**src/rtl/code_rom_loader.sv**
```systemverilog
// code_rom_loader: streams host bytes into the debug harness code ROM.
// After the final host byte the loader pads to a 4-byte instruction
// boundary with END_FILL and appends one END_FILL end instruction.
// Optional feature: define CODE_ROM_LOADER_CHECKSUM_EN to build the
// running modulo-256 checksum of accepted program bytes; otherwise the
// checksum port is tied to zero.
module code_rom_loader #(
    parameter int         NUM_BYTES = 64,
    parameter int         ADDR_W    = 12,
    parameter logic [7:0] END_FILL  = 8'hFF
) (
    input  logic              hclk,
    input  logic              reset_code_rom_n,
    input  logic              start,
    input  logic              abort,
    input  logic              host_valid,
    input  logic [7:0]        host_data,
    input  logic              host_last,
    output logic              host_ready,
    output logic              rom_prog_mode,
    output logic [ADDR_W-1:0] rom_addr,
    output logic [7:0]        rom_data,
    output logic              rom_wr_strobe,
    output logic              load_done,
    output logic              load_error,
    output logic [ADDR_W:0]   byte_count,
    output logic [7:0]        checksum
);

    localparam logic [ADDR_W:0] CAPACITY = (ADDR_W+1)'(NUM_BYTES);
    localparam logic [ADDR_W:0] ONE      = {{ADDR_W{1'b0}}, 1'b1};

    typedef enum logic [2:0] {
        S_IDLE,
        S_LOAD,
        S_PAD,
        S_END,
        S_DONE,
        S_ERROR
    } state_t;

    state_t          state;
    state_t          next_state;
    logic [ADDR_W:0] addr;
    logic [ADDR_W:0] addr_inc;
    logic            accept;
    logic            fill_write;
    logic            wr_next;
    logic [7:0]      wr_data;
    logic            load_start;

    assign addr_inc = addr + ONE;

    // State register; reset returns the loader to IDLE at once
    always_ff @(posedge hclk or negedge reset_code_rom_n) begin
        if (!reset_code_rom_n) begin
            state <= S_IDLE;
        end else begin
            state <= next_state;
        end
    end

    // Next-state logic; abort overrides every other transition
    always_comb begin
        next_state = state;
        case (state)
            S_IDLE, S_DONE, S_ERROR: begin
                if (start) next_state = S_LOAD;
            end
            S_LOAD: begin
                if (accept && host_last) begin
                    next_state = (addr_inc[1:0] == 2'b00) ? S_END : S_PAD;
                end else if (host_valid && !host_ready) begin
                    next_state = S_ERROR;
                end
            end
            S_PAD: begin
                if (addr[1:0] == 2'b11) next_state = S_END;
            end
            S_END: begin
                if (addr[1:0] == 2'b11) next_state = S_DONE;
            end
            default: next_state = S_IDLE;
        endcase
        if (abort) next_state = S_IDLE;
    end

    // Handshake and write selection: host bytes in LOAD, fill bytes in PAD/END
    always_comb begin
        host_ready = (state == S_LOAD) && (addr < CAPACITY);
        accept     = host_ready && host_valid;
        fill_write = (state == S_PAD) || (state == S_END);
        wr_next    = !abort && (accept || fill_write);
        wr_data    = accept ? host_data : END_FILL;
        load_start = !abort && start &&
                     ((state == S_IDLE) || (state == S_DONE) || (state == S_ERROR));
    end

    // Registered ROM port, address counter and status; the write presented
    // in the last END cycle keeps program mode high so the harness captures it
    always_ff @(posedge hclk or negedge reset_code_rom_n) begin
        if (!reset_code_rom_n) begin
            addr          <= '0;
            rom_addr      <= '0;
            rom_data      <= END_FILL;
            rom_wr_strobe <= 1'b0;
            rom_prog_mode <= 1'b0;
            load_done     <= 1'b0;
            load_error    <= 1'b0;
            byte_count    <= '0;
        end else begin
            rom_wr_strobe <= wr_next;
            rom_prog_mode <= wr_next ||
                             (next_state inside {S_LOAD, S_PAD, S_END});
            load_done     <= (next_state == S_DONE) && !wr_next;
            load_error    <= (next_state == S_ERROR);
            if (load_start) begin
                addr       <= '0;
                byte_count <= '0;
                rom_addr   <= '0;
                rom_data   <= END_FILL;
            end else if (wr_next) begin
                rom_addr <= addr[ADDR_W-1:0];
                rom_data <= wr_data;
                addr     <= addr_inc;
                if (accept) byte_count <= byte_count + ONE;
            end
        end
    end

`ifdef CODE_ROM_LOADER_CHECKSUM_EN
    // Running sum of accepted program bytes; fill bytes are excluded
    always_ff @(posedge hclk or negedge reset_code_rom_n) begin
        if (!reset_code_rom_n) begin
            checksum <= 8'h00;
        end else if (load_start) begin
            checksum <= 8'h00;
        end else if (accept && !abort) begin
            checksum <= checksum + host_data;
        end
    end
`else
    assign checksum = 8'h00;
`endif

endmodule

```
**config.mk**
```make
export PLATFORM = sky130hd
export DESIGN_NAME = code_rom_loader
export DESIGN_NICKNAME = d
export VERILOG_FILES = /design/src/rtl/code_rom_loader.sv
export SDC_FILE = /design/constraint.sdc
export NUM_CORES = 1
export LEC_CHECK = 0
export CAP_MARGIN = 10
export CORE_ASPECT_RATIO = 1.25
export CORE_MARGIN = 8
export CORE_UTILIZATION = 40
export DETAILED_ROUTE_END_ITERATION = 10
export PLACE_DENSITY = 0.73
export RECOVER_POWER = 100
export SYNTH_ARGS = -nofsm -noshare
export SYNTH_HDL_FRONTEND = slang
export SYNTH_SLANG_ARGS = --single-unit
```
**constraint.sdc**
```tcl
create_clock -name hclk -period 5.5 [get_ports hclk]
set_input_delay 1.1 -clock hclk [delete_from_list [all_inputs] [get_ports hclk]]
set_output_delay 1.1 -clock hclk [all_outputs]
set_load 0.01 [all_outputs]
```
==> impl_metrics.json, run 1 <==
{
  "yosysUniqueCellTypes": 40,
  "cp_top_family": "simple AND/OR/NAND/NOR gates",
  "yosys.area.top_type_share": 0.428,
  "grt_max_degree": 54,
  "min_path_type": "reg2reg",
  "p_switching_uw": 248,
  "syn2layout_area_growth_pct": 23.1,
  "critical_path_buf_inv_count": 1,
  "synthFlopType": "dfrtp_1",
  "reg2regPathDepth": 5,
  "cts.htree.levels": 2,
  "row_count": 33,
  "maxCapViolCount": 1,
  "grt_setup_unrepaired": "no",
  "n_antenna_cell": 0,
  "ir_drop_mv": 0.164,
  "grt.overflow.total": 0,
  "hold_depth": 1,
  "final_max_slew_viol_count": 54,
  "setup_viol": 0,
  "ys_warn_count": 0,
  "pwr-share-seq": 0.547,
  "via_per_inst": 5.54,
  "crit-reg2reg-capture": "addr[1]",
  "crit_path_start_kind": "flop",
  "power_density_nw_per_um2": 260,
  "die_area_um2": 9450,
  "tns_ns": 0,
  "fin_cells": 398,
  "async_flop_share": 1.00,
  "total_power_uw": 842,
  "end_kind": "primary output",
  "violations": "capacitance limit, slew limit",
  "skew_ns": 0.00909,
  "portBuffers": 51,
  "cts_buffers": 5,
  "switching_share": 0.295,
  "remaining_drc_errors": 0,
  "nNetsFinal": 327,
  "drt_iter0_drc": 97,
  "finalCritPeriodShare": 0.651,
  "crit_path_top_delay_cell": "or4_1",
  "cts_setup_buffers": 0,
  "clock_sinks": 53,
  "cts_tree": "done",
  "grt_pass1_wl_um": 10200,
  "grt_usage": 0.133,
  "r2r_start": "addr[9]",
  "ys_seq_area_frac": 0.508,
  "io_pins": 60,
  "antenna_found_initial": 0,
  "avgSynthCellArea_um2": 9.90,
  "core_um2": 6480,
  "netlist_instances": 266,
  "clockPowerShare": 0.264,
  "clk_pin_slew_ns": 0.09,
  "slew_headroom": -0.858,
  "clk_latency_ns": 0.31,
  "drt_first_pass_iters": 4,
  "start_util": 0.406,
  "holdPathEnd": "addr[2]",
  "combPwrFrac": 0.189,
  "synth_edf_count": 0,
  "final_antenna_net_count": 0,
  "rrSetupSlack_ns": 2.63,
  "ctsHoldBuffers": 0,
  "cp_max_fo": 8,
  "die_x_um": 88.6,
  "drive_gt1_frac": 0.0547,
  "synth_seq_cells": 53,
  "arrival_ns": 2.48,
  "p_leak_nw": 1.36,
  "dp.cells": 390,
  "required_ns": 4.40,
  "cts-root-buf": "clkbuf_8",
  "synth_most_common_cell": "dfrtp_1",
  "die_y_um": 107,
  "hold_path_startpoint": "addr[2]",
  "slowest_delay_ns": 0.69,
  "wl_per_cell_um": 15.5,
  "first_global_vias": 2163,
  "via_count": 2206,
  "place_congestion": 0.831,
  "p_int_uw": 594,
  "syn-cell-area_um2": 2630,
  "crit_path_cell_trace": "or4_1 > nor4_1 > dlygate4sd3_1",
  "wirelength_um": 6180,
  "max_freq_mhz": 279,
  "hold_viol": 0,
  "post-dp-hpwl_um": 4410,
  "path_class": "reg2out",
  "synthTopCellsByArea": "dfrtp_1 43%, dfstp_2 8.0%, nand2_1 4.0%",
  "synthTopCellsByCount": "45 x dfrtp_1, 28 x nand2_1, 19 x o21ai_0",
  "tightestPinTransition_ns": 2.79,
  "cts_resized": 0,
  "outcome": "finished with violations",
  "period_minus_slack_ns": 3.58,
  "synth_top_area_cell": "dfrtp_1",
  "clk_path_buf_depth": 2
}
## per-stage QoR
stage | util | cell area [um2] | setup WS [ns] | hold WS, ns
floorplan | - | 2660 | 2.91 | 0.437
global placement | 0.488 | 3160 | 1.71 | 0.455
detailed placement | 0.488 | 3160 | 1.62 | 0.459
CTS | 0.502 | 3250 | 1.92 | 0.472
global route | 0.500 | 3240 | 1.62 | 0.488
finish | 0.500 | 3240 | 1.92 | 0.469
## flip-flops by register name, summed over array words and instances, names as in the netlist
name,count
addr,13
rom_data,8
rom_prog_mode,1
byte_count,13
state,3
rom_addr,12
load_done,1
rom_wr_strobe,1
load_error,1
## worst reg2reg max path, stage by stage, from the launching register on
cell and delay (ns):
dfrtp_1 0.44, or4_1 0.69, o31ai_1 0.71, nand2_1 0.46, inv_1 0.31, o21ai_0 0.14
## power by group through the flow
| stage | Combinational, mW | Clock (mW) | Sequential (mW) |
|---|---|---|---|
| final | 0.159 | 0.223 | 0.460 |
| after CTS | 0.173 | 0.230 | 0.462 |
| after detailed placement | 0.173 | 0 | 0.468 |
| after global placement | 0.170 | 0 | 0.468 |
| after global routing | 0.178 | 0.243 | 0.466 |
| after floorplan | 0.0794 | 0 | 0.473 |
## routing by layer
| metal | share of wire | up-vias | track usage |
|---|---|---|---|
| met5 | 0 | - | 0 |
| met4 | 0.017 | 0 | 0.0545 |
| met3 | 0.044 | 8 | 0.0291 |
| met2 | 0.51 | 49 | 0.232 |
| met1 | 0.43 | 1086 | 0.151 |
| li1 | - | 1063 | - |
## cell families after synthesis
family	after synthesis	share of synthesized area
other	1	0.00142
AOI/OAI and AO/OA	67	0.158
DFF	53	0.508
xor gates and xnor gates	3	0.00998
muxes	9	0.0342
and+or+nand+nor	101	0.218
buffers and inverters	29	0.0561
adders and majority gates	3	0.0143
## final cells by class
class                      instances  area [um2]
clock buffer                       5        68.8
clock inverter                     3        21.3
fill                             626        3240
inverter                           6        22.5
multi-input combinational        191        1170
sequential                        53        1340
tap                               87         109
timing repair buffer              53         513
## cells in the final DEF, fill, tap and decap left out, types with 5 or more instances in the layout
| cell | synthesis | layout |
|---|---|---|
| nor3_1 | 6 | 6 |
| o22a_1 | 7 | 7 |
| clkdlybuf4s50_1 | 0 | 10 |
| dfrtp_1 | 45 | 45 |
| dlygate4sd3_1 | 0 | 40 |
| mux2i_1 | 9 | 9 |
| nand2b_1 | 5 | 5 |
| o31ai_1 | 10 | 10 |
| clkbuf_8 | 0 | 5 |
| nand2_1 | 28 | 28 |
| a21oi_1 | 18 | 18 |
| conb_1 | 1 | 8 |
| inv_1 | 6 | 6 |
| o21ai_0 | 19 | 19 |
| o211ai_1 | 7 | 7 |
| nor4_1 | 5 | 5 |
| nand3_1 | 15 | 15 |
| or4_1 | 12 | 13 |
| dfstp_2 | 8 | 8 |
| nand4_1 | 5 | 5 |
## how the worst max path moves through the flow
stage | end | from | cells after the start | slack, ns
6_report | host_ready | addr[9] | 3 | 1.92
2_1_floorplan | addr[6] | host_valid | 5 | 2.91
3_5_place_dp | rom_data[1] | abort | 5 | 1.62
3_3_place_gp | rom_data[0] | abort | 5 | 1.71
4_1_cts | host_ready | addr[9] | 3 | 1.92
5_1_grt | rom_addr[2] | reset_code_rom_n | 2 | 1.62
Note: power is estimated with default switching activity, not from simulation.
==> inputs of run 2 (changes only) <==
Clock period 5.5 ns to 3.7 ns, I/O delays scaled along.
==> run 2 against run 1 <==
Effect of this change:
- flip-flop and latch count unchanged
- design area up 0.35%
- register-to-register slack worse by 1.6 ns
- worst hold slack better by 0.0071 ns
- core utilization up 0.17 points
- first-iteration DRC count up 27%
- critical endpoint unchanged
- clock power up 48%
- the run still ends with capacitance limit, slew limit left
- sequential power up 48%
- combinational power up 50%
==> impl_metrics.json, run 2 (synthesis gave the netlist of run 1 again) <==
{
  "outcome": "finished with violations",
  "violations": "capacitance limit, slew limit",
  "clk_latency_ns": 0.31,
  "placed_cell_area_um2": 3190,
  "crit_path_start_kind": "flop",
  "cts.htree.levels": 2,
  "n_antenna_cell": 0,
  "place_congestion": 0.846,
  "clock_sinks": 53,
  "p_leak_nw": 1.36,
  "crit_path_top_delay_cell": "or4_1",
  "cts_resized": 0,
  "portBuffers": 51,
  "crit_path_cell_trace": "or4_1 > nor4_1 > dlygate4sd3_1",
  "remaining_drc_errors": 0,
  "tns_ns": 0,
  "die_area_um2": 9450,
  "setup_viol": 0,
  "ctsHoldBuffers": 0,
  "final_max_slew_viol_count": 49,
  "grt_setup_unrepaired": "no",
  "die_x_um": 88.6,
  "io_pins": 60,
  "post-dp-hpwl_um": 4440,
  "syn2layout_area_growth_pct": 23.6,
  "final_common_cell": "dfrtp_1",
  "clk_path_buf_depth": 2,
  "ir_drop_mv": 0.185,
  "grt.overflow.total": 0,
  "multi_input_area_um2": 1170,
  "skew_ns": 0.00391,
  "nNetsFinal": 331,
  "wirelength_um": 6160,
  "grt_max_degree": 49,
  "cts_tree": "done",
  "grt_usage": 0.130,
  "core_um2": 6480,
  "first_global_vias": 2016,
  "arrival_ns": 2.50,
  "power_density_nw_per_um2": 384,
  "drive_gt1_frac": 0.0476,
  "finalCritPeriodShare": 0.875,
  "required_ns": 2.96,
  "final_area_um2": 3250,
  "grt_pass1_wl_um": 9810,
  "wl_per_cell_um": 15.3,
  "place_ws_ns": 0.645,
  "slowest_delay_ns": 0.69,
  "drt_iter0_drc": 123,
  "cts-root-buf": "clkbuf_8",
  "maxCapViolCount": 1,
  "drt_first_pass_iters": 4,
  "reg_top3": "addr (13), byte_count (13), rom_addr (12)",
  "hold_viol": 0,
  "fill_cells": 624,
  "cts_buffers": 5,
  "slew_headroom": -0.691,
  "seqCellArea_um2": 1340,
  "clk_pin_slew_ns": 0.10,
  "tightestPinTransition_ns": 2.54,
  "period_minus_slack_ns": 3.24,
  "start_util": 0.406,
  "end_kind": "primary output",
  "final_antenna_net_count": 0,
  "antenna_found_initial": 0,
  "min_path_type": "reg2reg",
  "via_count": 2174,
  "die_y_um": 107,
  "cts_setup_buffers": 0,
  "final_cell_mix": "45 x dfrtp_1, 40 x dlygate4sd3_1, 28 x nand2_1",
  "rrSetupSlack_ns": 1.06,
  "cp_max_fo": 8,
  "row_count": 33,
  "layout_setup_ws_ns": 0.463,
  "max_freq_mhz": 309,
  "via_per_inst": 5.41,
  "path_class": "reg2out"
}
## run 2: cell types whose count changed in the layout (fill, tap and decap cells not counted), sizes merged
cell	previous run	this run
buf	1	0
clkbuf	7	13
clkinv	1	0
clkinvlp	1	2
inv	7	6
## run 2: final cells by class
type                       count  area share
clock inverter                 2     0.00462
sequential                    53       0.411
multi-input combinational    191       0.360
clock buffer                   6      0.0223
inverter                       6     0.00692
timing repair buffer          57       0.162
tap                           87      0.0335
## run 2: metrics by stage
stage	util	instances	hold slack (ns)	power, mW
final	0.502	402	0.476	1.25
after global routing	0.502	402	0.496	1.31
after CTS	0.506	402	0.477	1.29
after detailed placement	0.493	394	0.462	0.958
after global placement	0.493	394	0.458	0.952
after floorplan	-	273	0.437	0.821
## run 2: critical path: cells and delay by family, from the launching register on
| family | cells | cell delay [ns] |
|---|---|---|
| simple gates | 2 | 1.08 |
| flops | 1 | 0.44 |
| buf+inv | 1 | 0.67 |
## run 2: metal layers
layer / vias up / GRT usage / share of wire
met5: - / 0 / 0
met4: 0 / 0.0558 / 0.017
met3: 8 / 0.0275 / 0.047
met2: 50 / 0.217 / 0.51
met1: 1049 / 0.157 / 0.43
li1: 1067 / - / -
## run 2: path summary, 6_finish.rpt
check / endpoint / cells past startpoint / start
worst max-delay path: host_ready / 3 / addr[9]
max in group asynchronous: state[2] / 1 / reset_code_rom_n
min in group asynchronous: byte_count[0] / 1 / reset_code_rom_n
worst min register to register: addr[2] / 1 / addr[2]
worst max register to register: byte_count[11] / 4 / addr[9]
worst min-delay path: addr[2] / 1 / addr[2]
## run 2: report_power, final
part	internal (mW)	total, mW	switching (mW)	leakage, nW
clock	0.134	0.329	0.196	0.0374
sequential	0.642	0.683	0.0408	0.706
combinational	0.108	0.238	0.131	0.613
total	0.883	1.25	0.367	1.36
==> inputs of run 3 (changes only) <==
Settings changed: CAP_MARGIN 10 to not set, SKIP_CTS_REPAIR_TIMING set to 1.
==> results of run 3 <==
The final DEF is identical to that of run 2; final timing and power are the same.
